`config.mk`:
```
export PLATFORM = sky130hd
export DESIGN_NAME = nyq_upsampler
export DESIGN_NICKNAME = d
export VERILOG_FILES = /design/src/rtl/nyq_upsampler.sv
export SDC_FILE = /design/constraint.sdc
export NUM_CORES = 1
export LEC_CHECK = 0
export BUFFER_PORTS_ARGS = -buffer_cell sky130_fd_sc_hd__buf_2
export CORE_MARGIN = 2
export CORE_UTILIZATION = 35
export CTS_BUF_LIST = sky130_fd_sc_hd__clkbuf_4 sky130_fd_sc_hd__clkbuf_8
export DETAILED_ROUTE_END_ITERATION = 12
export SETUP_SLACK_MARGIN = 0.5
export SYNTH_ARGS = -nofsm -noshare
export SYNTH_HDL_FRONTEND = slang
export SYNTH_SLANG_ARGS = --single-unit
```
`constraint.sdc`:
```
create_clock -name Clk_CI -period 3.4 [get_ports Clk_CI]
set_input_delay 0.17 -clock Clk_CI [delete_from_list [all_inputs] [get_ports Clk_CI]]
set_output_delay 0.17 -clock Clk_CI [all_outputs]
set_load 0.05 [all_outputs]
```
`src/rtl/nyq_upsampler.sv`:
```
// -----------------------------------------------------------------------------
// nyq_upsampler
//   Upstream feeder of the NYQ pulse-shaping filter. Signed symbols arrive over
//   a valid/ready handshake and are buffered in a small FIFO. The block then
//   zero-stuffs them by a runtime factor L and emits one sample every clock.
//   UPS_Out_DO connects directly to NYQ_In_DI. Configuration shares the NYQ
//   WrEn/Addr/PAR_In bus and uses addresses 0 and 1.
//
//   Config map:
//     addr 0 : L = PAR_In_DI[4:0] (a value of 0 is stored as 1)
//     addr 1 : bit0 = En, bit1 = ClrUf (a one-shot that clears Underflow_SO)
//
//   Optional feature (macro UPS_GAIN_EN):
//     When defined, each phase-0 sample is head * L, saturated symmetrically to
//     +/-(2**(OUT_WIDTH-1)-1). This restores the 1/L gain lost by zero-stuffing.
//     When undefined, each phase-0 sample is the sign-extended head.
//
// Ports:
//   Clk_CI        clock; all logic runs on the rising edge
//   Rst_RBI       asynchronous active-low reset
//   WrEn_SI       config write strobe
//   Addr_DI       config address
//   PAR_In_DI     config write data
//   Sym_In_DI     input symbol (signed)
//   SymValid_SI   symbol valid
//   SymReady_SO   FIFO not full (combinational from the occupancy count)
//   UPS_Out_DO    registered output sample to NYQ
//   SymStrb_SO    registered; high when UPS_Out_DO carries a phase-0 slot
//   Underflow_SO  sticky; set when a phase-0 slot finds the FIFO empty in RUN
// -----------------------------------------------------------------------------
module nyq_upsampler #(
   parameter int ADDR_WIDTH = 5,
   parameter int MEM_WIDTH  = 24,
   parameter int IN_WIDTH   = 24,
   parameter int OUT_WIDTH  = 24,
   parameter int FIFO_AW    = 2,
   parameter int PRIME_LVL  = 2
) (
   input  logic                  Clk_CI,
   input  logic                  Rst_RBI,
   input  logic                  WrEn_SI,
   input  logic [ADDR_WIDTH-1:0] Addr_DI,
   input  logic [MEM_WIDTH-1:0]  PAR_In_DI,
   input  logic [IN_WIDTH-1:0]   Sym_In_DI,
   input  logic                  SymValid_SI,
   output logic                  SymReady_SO,
   output logic [OUT_WIDTH-1:0]  UPS_Out_DO,
   output logic                  SymStrb_SO,
   output logic                  Underflow_SO
);

   localparam int DEPTH = 2 ** FIFO_AW;

   typedef enum logic [1:0] {ST_IDLE, ST_PRIME, ST_RUN} state_t;

   state_t                      state, state_nxt;
   logic [4:0]                  l_reg, l_act, l_cur;
   logic [4:0]                  phase, phase_nxt;
   logic                        en, uf;
   logic                        cfg_l, cfg_ctl, uf_set, uf_clr;

   logic signed [IN_WIDTH-1:0]  mem [DEPTH];
   logic [FIFO_AW-1:0]          wr_ptr, rd_ptr;
   logic [FIFO_AW:0]            count;
   logic                        full, empty, push, pop, flush, slot0;
   logic signed [IN_WIDTH-1:0]  head;

   logic signed [OUT_WIDTH-1:0] sample_p0, sample_p1;
   logic                        strb_p0, strb_p1;

   // Only the low five data bits carry configuration.
   logic                        unused_par;
   assign unused_par = ^PAR_In_DI[MEM_WIDTH-1:5];

   function automatic logic signed [OUT_WIDTH-1:0] sext(input logic signed [IN_WIDTH-1:0] sym);
      return OUT_WIDTH'(sym);
   endfunction

`ifdef UPS_GAIN_EN
   // The product is held wide enough that the saturation compare never wraps.
   localparam int PW = (IN_WIDTH + 6 > OUT_WIDTH) ? IN_WIDTH + 6 : OUT_WIDTH + 1;
   localparam logic signed [PW-1:0] SAT_MAX = {{(PW-OUT_WIDTH+1){1'b0}}, {(OUT_WIDTH-1){1'b1}}};
   localparam logic signed [PW-1:0] SAT_MIN = -SAT_MAX;

   function automatic logic signed [OUT_WIDTH-1:0] sat_gain(input logic signed [IN_WIDTH-1:0] sym,
                                                            input logic [4:0] l);
      logic signed [PW-1:0] prod;
      prod = PW'(sym) * $signed(PW'({1'b0, l}));
      if (prod > SAT_MAX)
         return SAT_MAX[OUT_WIDTH-1:0];
      else if (prod < SAT_MIN)
         return SAT_MIN[OUT_WIDTH-1:0];
      return prod[OUT_WIDTH-1:0];
   endfunction
`endif

   // Config decode
   assign cfg_l   = WrEn_SI && (Addr_DI == ADDR_WIDTH'(0));
   assign cfg_ctl = WrEn_SI && (Addr_DI == ADDR_WIDTH'(1));
   assign uf_clr  = cfg_ctl && PAR_In_DI[1];

   always_ff @(posedge Clk_CI or negedge Rst_RBI) begin
      if (!Rst_RBI) begin
         l_reg <= 5'd1;
         en    <= 1'b0;
         uf    <= 1'b0;
      end else begin
         if (cfg_l)
            l_reg <= (PAR_In_DI[4:0] == 5'd0) ? 5'd1 : PAR_In_DI[4:0];
         if (cfg_ctl)
            en <= PAR_In_DI[0];
         // A new underflow in the same cycle as a clear leaves the flag set.
         if (uf_set)
            uf <= 1'b1;
         else if (uf_clr)
            uf <= 1'b0;
      end
   end

   // FIFO status and handshake. Disabling flushes the FIFO on the next edge.
   // In IDLE the FIFO is empty, so SymReady_SO reads 1, but no push is taken.
   assign full  = (count == (FIFO_AW+1)'(DEPTH));
   assign empty = (count == '0);
   assign flush = !en;
   assign push  = SymValid_SI && !full && (state != ST_IDLE);
   assign slot0 = (state == ST_RUN) && (phase == 5'd0) && en;
   assign pop   = slot0 && !empty;
   assign uf_set = slot0 && empty;
   assign head  = mem[rd_ptr];

   assign SymReady_SO  = !full;
   assign Underflow_SO = uf;

   always_ff @(posedge Clk_CI) begin
      if (push && !flush)
         mem[wr_ptr] <= $signed(Sym_In_DI);
   end

   always_ff @(posedge Clk_CI or negedge Rst_RBI) begin
      if (!Rst_RBI) begin
         wr_ptr <= '0;
         rd_ptr <= '0;
         count  <= '0;
      end else if (flush) begin
         wr_ptr <= '0;
         rd_ptr <= '0;
         count  <= '0;
      end else begin
         if (push)
            wr_ptr <= wr_ptr + FIFO_AW'(1);
         if (pop)
            rd_ptr <= rd_ptr + FIFO_AW'(1);
         case ({push, pop})
            2'b10:   count <= count + (FIFO_AW+1)'(1);
            2'b01:   count <= count - (FIFO_AW+1)'(1);
            default: count <= count;
         endcase
      end
   end

   // FSM
   always_ff @(posedge Clk_CI or negedge Rst_RBI) begin
      if (!Rst_RBI)
         state <= ST_IDLE;
      else
         state <= state_nxt;
   end

   always_comb begin
      state_nxt = state;
      case (state)
         ST_IDLE:  if (en) state_nxt = ST_PRIME;
         ST_PRIME: if (count >= (FIFO_AW+1)'(PRIME_LVL)) state_nxt = ST_RUN;
         ST_RUN:   state_nxt = ST_RUN;
         default:  state_nxt = ST_IDLE;
      endcase
      if (!en)
         state_nxt = ST_IDLE;
   end

   // Phase counter. A period's length is taken from l_reg at its phase-0 cycle.
   // A mid-period write therefore only affects the next period.
   assign l_cur     = (phase == 5'd0) ? l_reg : l_act;
   assign phase_nxt = (phase == l_cur - 5'd1) ? 5'd0 : phase + 5'd1;

   always_ff @(posedge Clk_CI or negedge Rst_RBI) begin
      if (!Rst_RBI) begin
         phase <= 5'd0;
         l_act <= 5'd1;
      end else begin
         if (phase == 5'd0)
            l_act <= l_reg;
         if ((state == ST_RUN) && (state_nxt == ST_RUN))
            phase <= phase_nxt;
         else
            phase <= 5'd0;
      end
   end

   // Stage p0: select the FIFO head (scaled, when gain is enabled) in phase-0 slots
   always_comb begin
      sample_p0 = '0;
      strb_p0   = slot0;
      if (pop) begin
`ifdef UPS_GAIN_EN
         sample_p0 = sat_gain(head, l_cur);
`else
         sample_p0 = sext(head);
`endif
      end
   end

   // Stage p1: registered output to NYQ
   always_ff @(posedge Clk_CI or negedge Rst_RBI) begin
      if (!Rst_RBI) begin
         sample_p1 <= '0;
         strb_p1   <= 1'b0;
      end else begin
         sample_p1 <= sample_p0;
         strb_p1   <= strb_p0;
      end
   end

   assign UPS_Out_DO = sample_p1;
   assign SymStrb_SO = strb_p1;

endmodule

```
After elaboration in Yosys (flattened, before gate mapping)

Memory sizes are Yosys's and may differ from the RTL's.
Index checks and enable logic that the tools add are counted.

Flip-flop bits (word level): 51
Input port bits: 57
Bits in writable memories: 96
Output and inout port bits: 27
Memories kept: 1
Word-level logic and storage cells: 68

Memories:

| name | words | width | rd ports | clocked after memory_dff | write ports | line | RTL |
|---|---|---|---|---|---|---|---|
| mem  | 4     | 24    | 1        | 0                        | 1           | 62   | `logic signed [IN_WIDTH-1:0] mem [DEPTH];` |

$add $sub $neg: 6
Reduce and logical (&&, ||, !) cells: 20
Equal/unequal tests: 11
Muxes and demuxes: 18
Magnitude comparators: 1

Operator list:

| cell                                                                    | number |
|---|---|
| 24-bit 2-to-1 mux                                                       | 1 |
| 5-bit 2-to-1 mux                                                        | 4 |
| 5-bit zero test                                                         | 3 |
| 2-bit 2-to-1 mux                                                        | 6 |
| 1-bit logical AND                                                       | 11 |
| 2-bit == test, second input constant                                    | 3 |
| 2-bit one-hot mux with 3 select lines                                   | 1 |
| 3-bit one-hot mux with 2 select lines                                   | 1 |
| 5-bit by 1-bit adder with 5-bit output, second input constant           | 1 |
| 5-bit by 1-bit == test with 1-bit output, second input constant         | 1 |
| 5-bit == test                                                           | 1 |
| 5-bit by 1-bit subtractor with 5-bit output, second input constant      | 1 |
| 2-bit by 1-bit adder with 2-bit output, second input constant           | 2 |
| 2-bit by 1-bit == test with 1-bit output, second input constant         | 2 |
| 1-bit 2-to-1 mux                                                        | 4 |
| 2-bit by 1-bit inequality test with 1-bit output, second input constant | 2 |
| 2-bit nonzero test                                                      | 2 |
| 3-bit by 1-bit adder with 3-bit output, second input constant           | 1 |
| 3-bit == test, second input constant                                    | 1 |
| 3-bit by 2-bit >= comparator with 1-bit output, second input constant   | 1 |
| 3-bit zero test                                                         | 1 |
| 3-bit 2-to-1 mux                                                        | 1 |
| 3-bit by 1-bit inequality test with 1-bit output, second input constant | 1 |
| 3-bit by 1-bit subtractor with 3-bit output, second input constant      | 1 |
| 2 further kinds                                                         | 3 |

Longest topological paths before layout

Gate-level depths: netlist (run 1).

Depth after elaboration: 7
Depth in mapped cells: 11

Worst setup path before layout (run 1)

Ideal clock, no wire load.

Kind: reg2reg
From: reg phase[0]
To: reg phase[0]
Path buffers: 1
Clock period less this slack: 2426 ps
Data required time: 3259 ps
Slack: 974 ps
Cell stages (with the launch flop): 12
Arrival: 2284 ps
Setup time: 141 ps
Cell sequence: dfrtp_1 inv_1 ha_1 nor4b_2 buf_6 mux2i_1 ha_1 nor3b_1 mux2i_1 xor2_1 nor4_4 a211oi_1

Longest elaborated chain between the ends: 6

RTL lines:

| item                                        | line | RTL |
|---|---|---|
| start: declaration                          | 58   | `logic [4:0] phase, phase_nxt;` |
| start signal: assignment                    | 194  | `phase <= phase_nxt;` |
| 5-bit zero test                             | 183  | `assign l_cur = (phase == 5'd0) ? l_reg : l_act;` |
| 5-bit 2-to-1 mux                            | -    |  |
| 5-bit by 1-bit subtractor with 5-bit output | 184  | `assign phase_nxt = (phase == l_cur - 5'd1) ? 5'd0 : phase + 5'd1;` |
| 5-bit == test                               | 184  |  |
| 5-bit 2-to-1 mux (*)                        | 184  |  |
| 5-bit 2-to-1 mux (*)                        | 193  | `if ((state == ST_RUN) && (state_nxt == ST_RUN))` |

Mark *: on every way between the ends. The rest lies on a longest branch, timed or not.
A chain may end at the register's enable or synchronous reset.

Final worst setup path (run 1)

From: reg phase[1]
To: reg phase[0]

Longest elaborated chain between the ends: 6

RTL lines:

| item                                        | line |
|---|---|
| 5-bit zero test                             | 183 |
| 5-bit 2-to-1 mux                            | - |
| 5-bit by 1-bit subtractor with 5-bit output | 184 |
| 5-bit == test (*)                           | 184 |
| 5-bit 2-to-1 mux (*)                        | 184 |
| 5-bit 2-to-1 mux (*)                        | 193 |

Marks and branches as above.

==> impl_results.md, run 1 <==
- Status: completed
- Max incr delay on CP: 0.43 ns
- Crit. End Element: flip-flop
- Vias in the first global route: 3407
- Pin count of the biggest net entering global routing: 35
- Grt ovf: 0
- Commonest non-fill, non-tap cell in the layout: edfxtp_1
- Pre-antenna DRT Iters: 4
- Max stage delay cell, worst path: dfrtp_1
- DRC viols: 0
- Synth cell types: 44
- Sequential cell area: 4160 sq um
- Register name with the most flops: mem
- Avg Cell Area, Syn: 18.1 sq um
- Ys async rst share: 0.347
- Req. time, crit path: 3.70 ns
- H-tree levels: 4
- # setup viols final: 0
- PD cells: 481 nW/um^2
- Synth Instances: 321
- CP most frequent cell: ha_2
- Setup TNS: 0 ns
- Mapped cell area: 5800 sq um
- Area post-placement: 6420 sq um
- Detail Route Antenna Nets: 0
- Critical setup path kind: reg2reg
- Clock Skews: 0.0102 ns
- Worst slew pin tran: 0.930 ns
- Yosys reg bits: 147
- Row count: 47
- Crit path max-delay family: simple AND/OR/NAND/NOR gates
- Fin util: 0.437
- Initial antenna violation count: 0
- Crit-path cells: inv_1 -> ha_2 -> nor4b_4 -> buf_6 -> mux2i_4 -> ha_2 -> nor3b_2 -> mux2i_1 -> xor2_1 -> nor4_4 -> buf_4 -> a211oi_1
- Fmax: 0.362 GHz
- Max rail drop VDD: 0.386 mV
- CTS Sinks: 147
- Multi-input logic area: 1580 sq um
- Final period utilization: 0.811
- Die Wd: 133 microns
- Post-Layout Cell Count: 669
- Seq/Total Area, Yosys: 0.717
- Clock slew at reported path FFs: 0.07 ns
- Post-synth EDFFs: 96
- Post-Route WL: 11200 microns
- DIE AREA: 17600 sq um
- CTS Buf Count: 17
- Vias: 3101
- Nets: 502
- Die Span Y: 133 microns
- Pleak: 2.77 nW
- CP max FO: 5
- Design Area, Final: 7170 sq um
- Worst Setup Start Kind: flip-flop
- Filler instances: 1460
- Ys Warns: 0
- Synth Flop Type: edfxtp_1
- RSZ-0062 raised after global routing: no
- Antenna Diode Count: 0
- Starting DRT DRC Count: 111
- Clk_lat worst skew: 0.44 ns
- Port Buf Inserts: 64
- DP Cell Count: 601
- RePlAce Congestion: 0.748
- Average wire per standard cell: 16.7 microns
- Final Max Slew Viols: 0
- Ports: 84
- Worst Path Buf+Inv: 3
- CTS tree: yes
- Clock Path Buffers: 2
- Starting Density: 0.354
- Commonest non-fill, non-tap cells in the layout: 96 x edfxtp_1, 64 x buf_2, 48 x dfrtp_1, 30 x nor2b_1, 30 x dlygate4sd3_1
- Total track usage: 0.136
- DPL Wire Length: 6480 microns
- Layout area overhead: 23.6%
- Clk root buf: clkbuf_8
- Slew HR: 0.380
- Core area: 16400 sq um
- Post-Syn Nets: 386
- Worst path arrival time: 3.06 ns
- Final-report hold violation count: 0
- Max reg flops: 96
- First-pass GRT wire length: 17900 microns
- Final min period: 2.76 ns
- Routed vias/inst: 4.64
- Max-cap violations: 0
- Share of layout cells above drive strength 1: 0.359
- HP Class: in2reg
-- report_power, final --
part | internal, mW | switching, mW
clock | 0.549 | 0.647
sequential | 1.95 | 0.0333
combinational | 0.137 | 0.128
total | 2.64 | 0.809
-- layout make-up --
class / count / area share
Clock buffer: 21 / 0.0377
Clock inverter: 10 / 0.0110
Inverter: 8 / 0.00419
Multi-Input combinational cell: 151 / 0.221
Sequential cell: 147 / 0.581
Tap cell: 220 / 0.0384
Timing Repair Buffer: 112 / 0.108
-- per-stage QoR --
step | setup slack (ns) | hold slack [ns] | power [mW]
global route | 0.495 | 0.0717 | 3.59
CTS | 0.514 | 0.0451 | 3.47
detailed placement | 0.440 | 0.301 | 2.25
floorplan | 0.974 | -0.126 | 2.16
global placement | 0.558 | 0.291 | 2.24
finish | 0.641 | 0.0732 | 3.45
-- timing repair --
item / CTS / global route
pin swaps: 0 / 2
endpoints found under the setup margin: 5 / 5
resized for setup: 1 / 10
endpoints found under the hold margin: 132 / 0
buffers inserted: 0 / 7
hold buffers: 30 / 0
-- tightest hold or removal path, stage by stage --
cell,delay [ns]
buf_2,0.11
nand2_1,0.06
mux2_2,0.14
-- cell families after synthesis --
logic type | after synthesis | share of synthesized area
xor gates and xnor gates | 10 | 0.0151
DFF | 147 | 0.717
AOI/OAI and AO/OA | 25 | 0.0328
and+or+nand+nor | 71 | 0.0800
buffers and inverters | 23 | 0.0183
muxes | 37 | 0.118
adders and majority gates | 8 | 0.0185
-- synth_stat cells, drive strengths merged, types with 6 or more instances --
library cell / count / area [sq um]
dfrtp: 49 / 1230
nor2b: 30 / 188
mux4: 24 / 541
edfxtp: 96 / 2880
ha: 7 / 87.6
o21ai: 7 / 35.0
clkbuf: 8 / 30.0
inv: 8 / 30.0
xnor2: 6 / 52.6
mux2: 7 / 78.8
nand2: 6 / 22.5
mux2i: 6 / 63.8
buf: 7 / 46.3
-- worst paths after layout --
path | startpoint | end | slack [ns] | cells past startpoint
setup / recovery | phase[1]$_DFF_PN0_ | phase[0]$_DFF_PN0_ | 0.64 | 12
hold / removal | Addr_DI[0] | en$_DFFE_PN0P_ | 0.07 | 3
setup reg to reg | phase[1]$_DFF_PN0_ | phase[0]$_DFF_PN0_ | 0.64 | 12
hold reg to reg | l_reg[0]$_DFFE_PN1P_ | l_reg[0]$_DFFE_PN1P_ | 0.52 | 2
max in group asynchronous | Rst_RBI | UPS_Out_DO[21]$_DFF_PN0_ | 2.23 | 3
min in group asynchronous | Rst_RBI | l_act[4]$_DFF_PN0_ | 0.34 | 2
-- metal layers --
| metal | GRT usage | routed length, microns | vias up |
|---|---|---|---|
| met5 | 0 | 0 | - |
| met4 | 0.0424 | 108 | 0 |
| met3 | 0.0467 | 485 | 11 |
| met2 | 0.229 | 5650 | 61 |
| met1 | 0.165 | 4910 | 1576 |
| li1 | - | - | 1453 |
(Power assumes the default switching activity.)
==> run 2, diff against run 1 <==
Settings changed: ABC_AREA set to 1.
Clock period 3.4 ns to 2.3 ns, I/O delays scaled along.
==> impl_results.md, run 2 <==
- Status: completed
- Setup TNS: 0 ns (unchanged)
- Crit. End Element: flip-flop
- Cell taking the most area after synthesis: edfxtp_1
- CP most frequent cell: nor2_1
- PD cells: 709 nW/um^2 (+47%)
- Top cells by count, synth: 119 x nor2_1, 96 x edfxtp_1, 57 x o21ai_0
- Max incr delay on CP: 0.40 ns (-0.03 ns)
- Commonest non-fill, non-tap cells in the layout: 113 x nor2_1, 96 x edfxtp_1, 64 x buf_2, 57 x o21ai_0, 48 x dfrtp_1
- Final period utilization: 0.884 (+0.0725)
- Nets: 695 (+38%)
- Detail Route Antenna Nets: 0 (unchanged)
- Port Buf Inserts: 64 (unchanged)
- Ports: 84 (unchanged)
- HP Class: in2reg
- Fmax: 0.492 GHz (+36%)
- Synth cell types: 32 (-27%)
- Clk root buf: clkbuf_8
- Clk_lat worst skew: 0.44 ns (about the same)
- Grt ovf: 0 (unchanged)
- Post-Route WL: 12600 microns (+13%)
- Worst Path Buf+Inv: 2 (-1)
- Die Wd: 134 microns (+0.61%)
- Crit path max-delay family: simple AND/OR/NAND/NOR gates
- Clock slew at reported path FFs: 0.08 ns (about the same)
- RePlAce Congestion: 0.745 (-0.40%)
- Crit-path cells: inv_2 -> ha_4 -> inv_2 -> nor2_4 -> nand3b_1 -> nand2_4 -> ha_4 -> xnor2_2 -> nor2_1 -> nand2_1 -> nor2_1 -> nand2_1 -> nand2_2 -> nor2_1
- Starting Density: 0.357 (+0.00314)
- Max reg flops: 96 (unchanged)
- DRC viols: 0 (unchanged)
- Pin count of the biggest net entering global routing: 52 (+49%)
- Worst slew pin tran: 0.581 ns (-0.349 ns)
- Most frequent cell after synthesis: nor2_1
- Post-synth EDFFs: 96 (unchanged)
- Clock Skews: 0.0149 ns (+0.00471 ns)
- DPL Wire Length: 7300 microns (+13%)
- Max stage delay cell, worst path: dfrtp_1
- Register name with the most flops: mem
- Clock Path Buffers: 2 (unchanged)
- Total track usage: 0.149 (+0.0130)
- CTS Sinks: 147 (unchanged)
- Starting DRT DRC Count: 279 (+150%)
- Seq/Total Area, Yosys: 0.709 (-0.00886)
- Commonest non-fill, non-tap cell in the layout: nor2_1
- Post-synth top area share: 0.491 (-0.00614)
- CP max FO: 5 (unchanged)
- Max rail drop VDD: 0.713 mV (+84%)
- Final Max Slew Viols: 0 (unchanged)
- Synth Instances: 506 (+58%)
- Final-report hold violation count: 0 (unchanged)
- Avg Cell Area, Syn: 11.6 sq um (-36%)
- Pre-antenna DRT Iters: 4 (unchanged)
- Routed vias/inst: 4.62 (-0.31%)
- Req. time, crit path: 2.63 ns (-1.07 ns)
- Row count: 47 (unchanged)
- Ys async rst share: 0.347 (unchanged)
- Layout area overhead: 28.8%
- CTS tree: yes
- Vias in the first global route: 4180 (+23%)
- Synth area leaders: edfxtp_1 49%, dfrtp_1 21%, nor2_1 7.6%
- First-pass GRT wire length: 20400 microns (+14%)
- Power Total: 5.36 mW (+55%)
- Core area: 16500 sq um (+0.36%)
- Pleak: 3.16 nW (+14%)
- Mapped cell area: 5870 sq um (+1.3%)
- Share of layout cells above drive strength 1: 0.261 (-0.0973)
- Die Span Y: 134 microns (+0.61%)
- Post-Syn Nets: 571 (+48%)
- DIE AREA: 17800 sq um (+1.2%)
- Initial antenna violation count: 1 (+1)
- Worst path arrival time: 2.36 ns (-0.70 ns)
- Worst Setup Start Kind: flip-flop
- Ys Warns: 0 (unchanged)
- H-tree levels: 4 (unchanged)
- RSZ-0062 raised after global routing: yes
- Vias: 3988 (+29%)
- # setup viols final: 0 (unchanged)
- Synth Flop Type: edfxtp_1
- Yosys reg bits: 147 (unchanged)
- Average wire per standard cell: 14.6 microns (-13%)
- Max-cap violations: 0 (unchanged)
- Slew HR: 0.612 (+0.232)
- Final min period: 2.03 ns (-0.726 ns)
- Antenna Diode Count: 0 (unchanged)
- CTS Buf Count: 17 (unchanged)
- Critical setup path kind: reg2reg
[run 2: area by class of cell]
class | count | area (sq um)
Inverter | 42 | 163
Fill cell | 1510 | 8900
Timing Repair Buffer | 125 | 968
Multi-Input combinational cell | 297 | 1610
Tap cell | 220 | 275
Clock buffer | 23 | 285
Sequential cell | 147 | 4160
Clock inverter | 9 | 96.3
[run 2: logic make-up after synthesis]
| group | count (synthesis) | share of synthesized area |
|---|---|---|
| AOI/OAI and AO/OA | 91 | 0.0797 |
| xor gates and xnor gates | 6 | 0.00895 |
| adders and majority gates | 8 | 0.0183 |
| buffers and inverters | 62 | 0.0418 |
| DFF | 147 | 0.709 |
| and+or+nand+nor | 192 | 0.143 |
[run 2: tightest hold or removal path, stage by stage]
cell and delay, ns:
buf_2 0.10, nand3_1 0.11, o21ai_0 0.09
[run 2: worst paths after layout]
check	from	slack, ns	endpoint	cells after the start
hold / removal	Addr_DI[0]	0.05	en$_DFFE_PN0P_	3
setup / recovery	phase[1]$_DFF_PN0_	0.27	phase[4]$_DFF_PN0_	14
max in group asynchronous	Rst_RBI	1.59	l_act[0]$_DFF_PN1_	3
hold reg to reg	state[0]$_DFF_PN0_	0.49	state[1]$_DFF_PN0_	1
setup reg to reg	phase[1]$_DFF_PN0_	0.27	phase[4]$_DFF_PN0_	14
min in group asynchronous	Rst_RBI	0.12	UPS_Out_DO[0]$_DFF_PN0_	2
[run 2: where the power goes]
part	internal, mW	switching [mW]
sequential	2.89	0.0383
combinational	0.222	0.282
clock	0.959	0.967
[run 2: through the flow]
step                 util  instances  area [sq um]  hold WS [ns]  worst slack (ns)
floorplan               -        506          5950        -0.181             0.292
global placement    0.403        783          6640        0.0522             0.154
detailed placement  0.403        783          6640        0.0531             0.113
CTS                 0.452        856          7450        0.0182             0.291
global route        0.459        863          7560        0.0663            0.0998
finish              0.459        863          7560        0.0451             0.267
[run 2: timing repair]
item	CTS	global route
buffers inserted	10	6
cloned	0	1
hold endpoints to repair	151	0
resized for setup	11	11
pin swaps	13	4
hold buffers	31	0
endpoints found under the setup margin	23	10
[run 2: metal layers]
| layer | wire length (microns) | vias to the layer above | global-route usage |
|---|---|---|---|
| met1 | 5600 | 1920 | 0.181 |
| met3 | 632 | 21 | 0.0445 |
| li1 | - | 1947 | - |
| met5 | 13 | - | 0 |
| met2 | 6140 | 98 | 0.252 |
| met4 | 207 | 2 | 0.0520 |
==> run 3, diff against run 2 <==
Settings changed: CORE_MARGIN 2 to unset, CTS_CLUSTER_DIAMETER set to 80, GPL_TIMING_DRIVEN set to 0.
==> impl_results.md, run 3 (same netlist as run 2, synthesis figures left out) <==
- Status: completed
- H-tree levels: 4 (unchanged)
- Grt ovf: 0 (unchanged)
- Starting Density: 0.364 (+0.00775)
- Clk root buf: clkbuf_8
- Antenna Diode Count: 0 (unchanged)
- FF-to-FF End: phase[2]$_DFF_PN0_
- FF-to-FF Start: phase[1]$_DFF_PN0_
- Final Max Slew Viols: 0 (unchanged)
- Die Span Y: 132 microns (-1.5%)
- First-pass GRT wire length: 21600 microns (+5.7%)
- Final min period: 2.06 ns (+0.0299 ns)
- Die Wd: 132 microns (-1.5%)
- Crit. End Element: flip-flop
- Worst Hold Path Cells: 5 (+2)
- Vias: 4202 (+5.4%)
- PD cells: 674 nW/um^2 (-5.0%)
- Filler instances: 1437 (-4.8%)
- Commonest non-fill, non-tap cell in the layout: nor2_1
- Fmax: 0.485 GHz (-1.5%)
- Core area: 16100 sq um (-2.1%)
- Detail Route Antenna Nets: 0 (unchanged)
- RePlAce Congestion: 0.814 (+9.3%)
- Max reg flops: 96 (unchanged)
- Nets: 725 (+4.3%)
- WHS Endpoint: en$_DFFE_PN0P_
- Average wire per standard cell: 16.2 microns (+11%)
- Setup TNS: 0 ns (unchanged)
- Slew HR: 0.529 (-0.0833)
- CTS Sinks: 147 (unchanged)
- Clk_lat worst skew: 0.45 ns (about the same)
- Post-Route WL: 14400 microns (+14%)
- Worst slew pin tran: 0.707 ns (+0.126 ns)
- Total track usage: 0.163 (+0.0141)
- Clock Path Buffers: 2 (unchanged)
- CTS Buf Count: 17 (unchanged)
- Post-Layout Cell Count: 889 (+3.0%)
- Pleak: 3.30 nW (+4.5%)
- Worst Setup Start Kind: flip-flop
- Final-report hold violation count: 0 (unchanged)
- Share of layout cells above drive strength 1: 0.315 (+0.0537)
- Row count: 46 (-2.1%)
- Worst r2r path cells: 15 (+1)
- Hold path startpoint: Addr_DI[4]
- CP max FO: 5 (unchanged)
- DIE AREA: 17300 sq um (-3.0%)
- Commonest non-fill, non-tap cells in the layout: 111 x nor2_1, 96 x edfxtp_1, 65 x buf_2, 54 x o21ai_0, 49 x dfrtp_1
- Starting DRT DRC Count: 249 (-11%)
- Ports: 84 (unchanged)
- Flop-to-flop setup slack: 0.24 ns (-0.03 ns)
- Final period utilization: 0.897 (+0.0130)
- Req. time, crit path: 2.64 ns (about the same)
- RSZ-0062 raised after global routing: yes
- DRC viols: 0 (unchanged)
- CTS tree: yes
- Clock Skews: 0.0116 ns (-0.00333 ns)
- Routed vias/inst: 4.73 (+2.3%)
- Pin count of the biggest net entering global routing: 52 (unchanged)
- HP Class: in2reg
- Power Total: 5.40 mW (+0.70%)
- Clock slew at reported path FFs: 0.08 ns (about the same)
- Initial antenna violation count: 0 (-1)
- Pre-antenna DRT Iters: 4 (unchanged)
- Max-cap violations: 0 (unchanged)
- Critical setup path kind: reg2reg
- Max rail drop VDD: 0.499 mV (-30%)
- Port Buf Inserts: 64 (unchanged)
- Vias in the first global route: 4290 (+2.6%)
- Worst path arrival time: 2.40 ns (+0.04 ns)
- # setup viols final: 0 (unchanged)
- Register name with the most flops: mem
- DPL Wire Length: 7790 microns (+6.7%)
- DP Cell Count: 786 (+0.38%)
- Layout area overhead: 36.4%
==> run 3: changes by cell type in the layout (fill, tap and decap cells not counted), sizes merged <==
cell	before	now
nor2	123	127
buf	93	101
dlygate4sd3	31	33
clkinv	2	4
inv	45	47
clkbuf	24	38
clkinvlp	3	1
==> run 3: metal layers <==
layer	share of wire	global-route usage	up-vias	wire length [microns]
met3	0.045	0.0390	24	648
met5	0	0	-	0
met4	0.017	0.0633	0	250
met2	0.51	0.285	116	7340
li1	-	-	2022	-
met1	0.43	0.192	2040	6150
==> run 3: worst max-delay path by stage <==
stage,startpoint,to,slack (ns),cells after the start
3_5_place_dp,phase[0]$_DFF_PN0_,phase[2]$_DFF_PN0_,0.02,17
2_1_floorplan,phase[0]$_DFF_PN0_,phase[0]$_DFF_PN0_,0.29,16
6_report,phase[1]$_DFF_PN0_,phase[2]$_DFF_PN0_,0.24,15
5_1_grt,phase[1]$_DFF_PN0_,phase[3]$_DFF_PN0_,0.13,17
3_3_place_gp,phase[0]$_DFF_PN0_,phase[0]$_DFF_PN0_,0.08,17
4_1_cts,phase[1]$_DFF_PN0_,phase[2]$_DFF_PN0_,0.22,15
==> run 3: final cells by class <==
cell class | instances | area (sq um) | share of cell area
flip-flops and latches | 147 | 4160 | 0.519
repair buffers | 131 | 1080 | 0.135
plain buffers | 20 | 134 | 0.0167
clock inverters | 11 | 115 | 0.0144
clock buffers | 21 | 270 | 0.0337
inverters | 42 | 160 | 0.0200
multi-input cells | 301 | 1820 | 0.227
well taps | 216 | 270 | 0.0337
==> run 3: worst max-delay path: stages (launching register included) <==
cell and delay (ns):
dfrtp_1 0.40, inv_2 0.07, ha_4 0.12, inv_2 0.03, nor2_4 0.13, buf_4 0.17, nand3b_1 0.13, nand2_4 0.12
ha_4 0.20, xnor2_1 0.11, nor2_1 0.08, nand2_1 0.06, nor2_1 0.08, nand2_1 0.07, nand2_2 0.13, nor2_2 0.06
==> run 3: through the flow <==
stage | setup slack [ns] | utilization | instance area (sq um) | hold slack [ns]
finish | 0.237 | 0.497 | 8010 | 0.0325
global route | 0.125 | 0.497 | 8010 | 0.0653
CTS | 0.225 | 0.465 | 7490 | 0.00628
detailed placement | 0.0188 | 0.406 | 6540 | 0.332
global placement | 0.0804 | 0.406 | 6540 | 0.325
floorplan | 0.292 | - | 5950 | -0.181
==> run 3: power by group <==
group          internal (mW)  switching (mW)
clock network          0.945            1.02
registers               2.89          0.0361
logic                  0.214           0.295
==> run 3: what timing repair did <==
| item | CTS | global route |
|---|---|---|
| setup endpoints to repair | 126 | 131 |
| hold endpoints to repair | 151 | 0 |
| setup buffers | 11 | 20 |
| cloned | 1 | 6 |
| hold buffers | 33 | 0 |
| pin swaps | 14 | 26 |
| gates resized for setup | 32 | 51 |
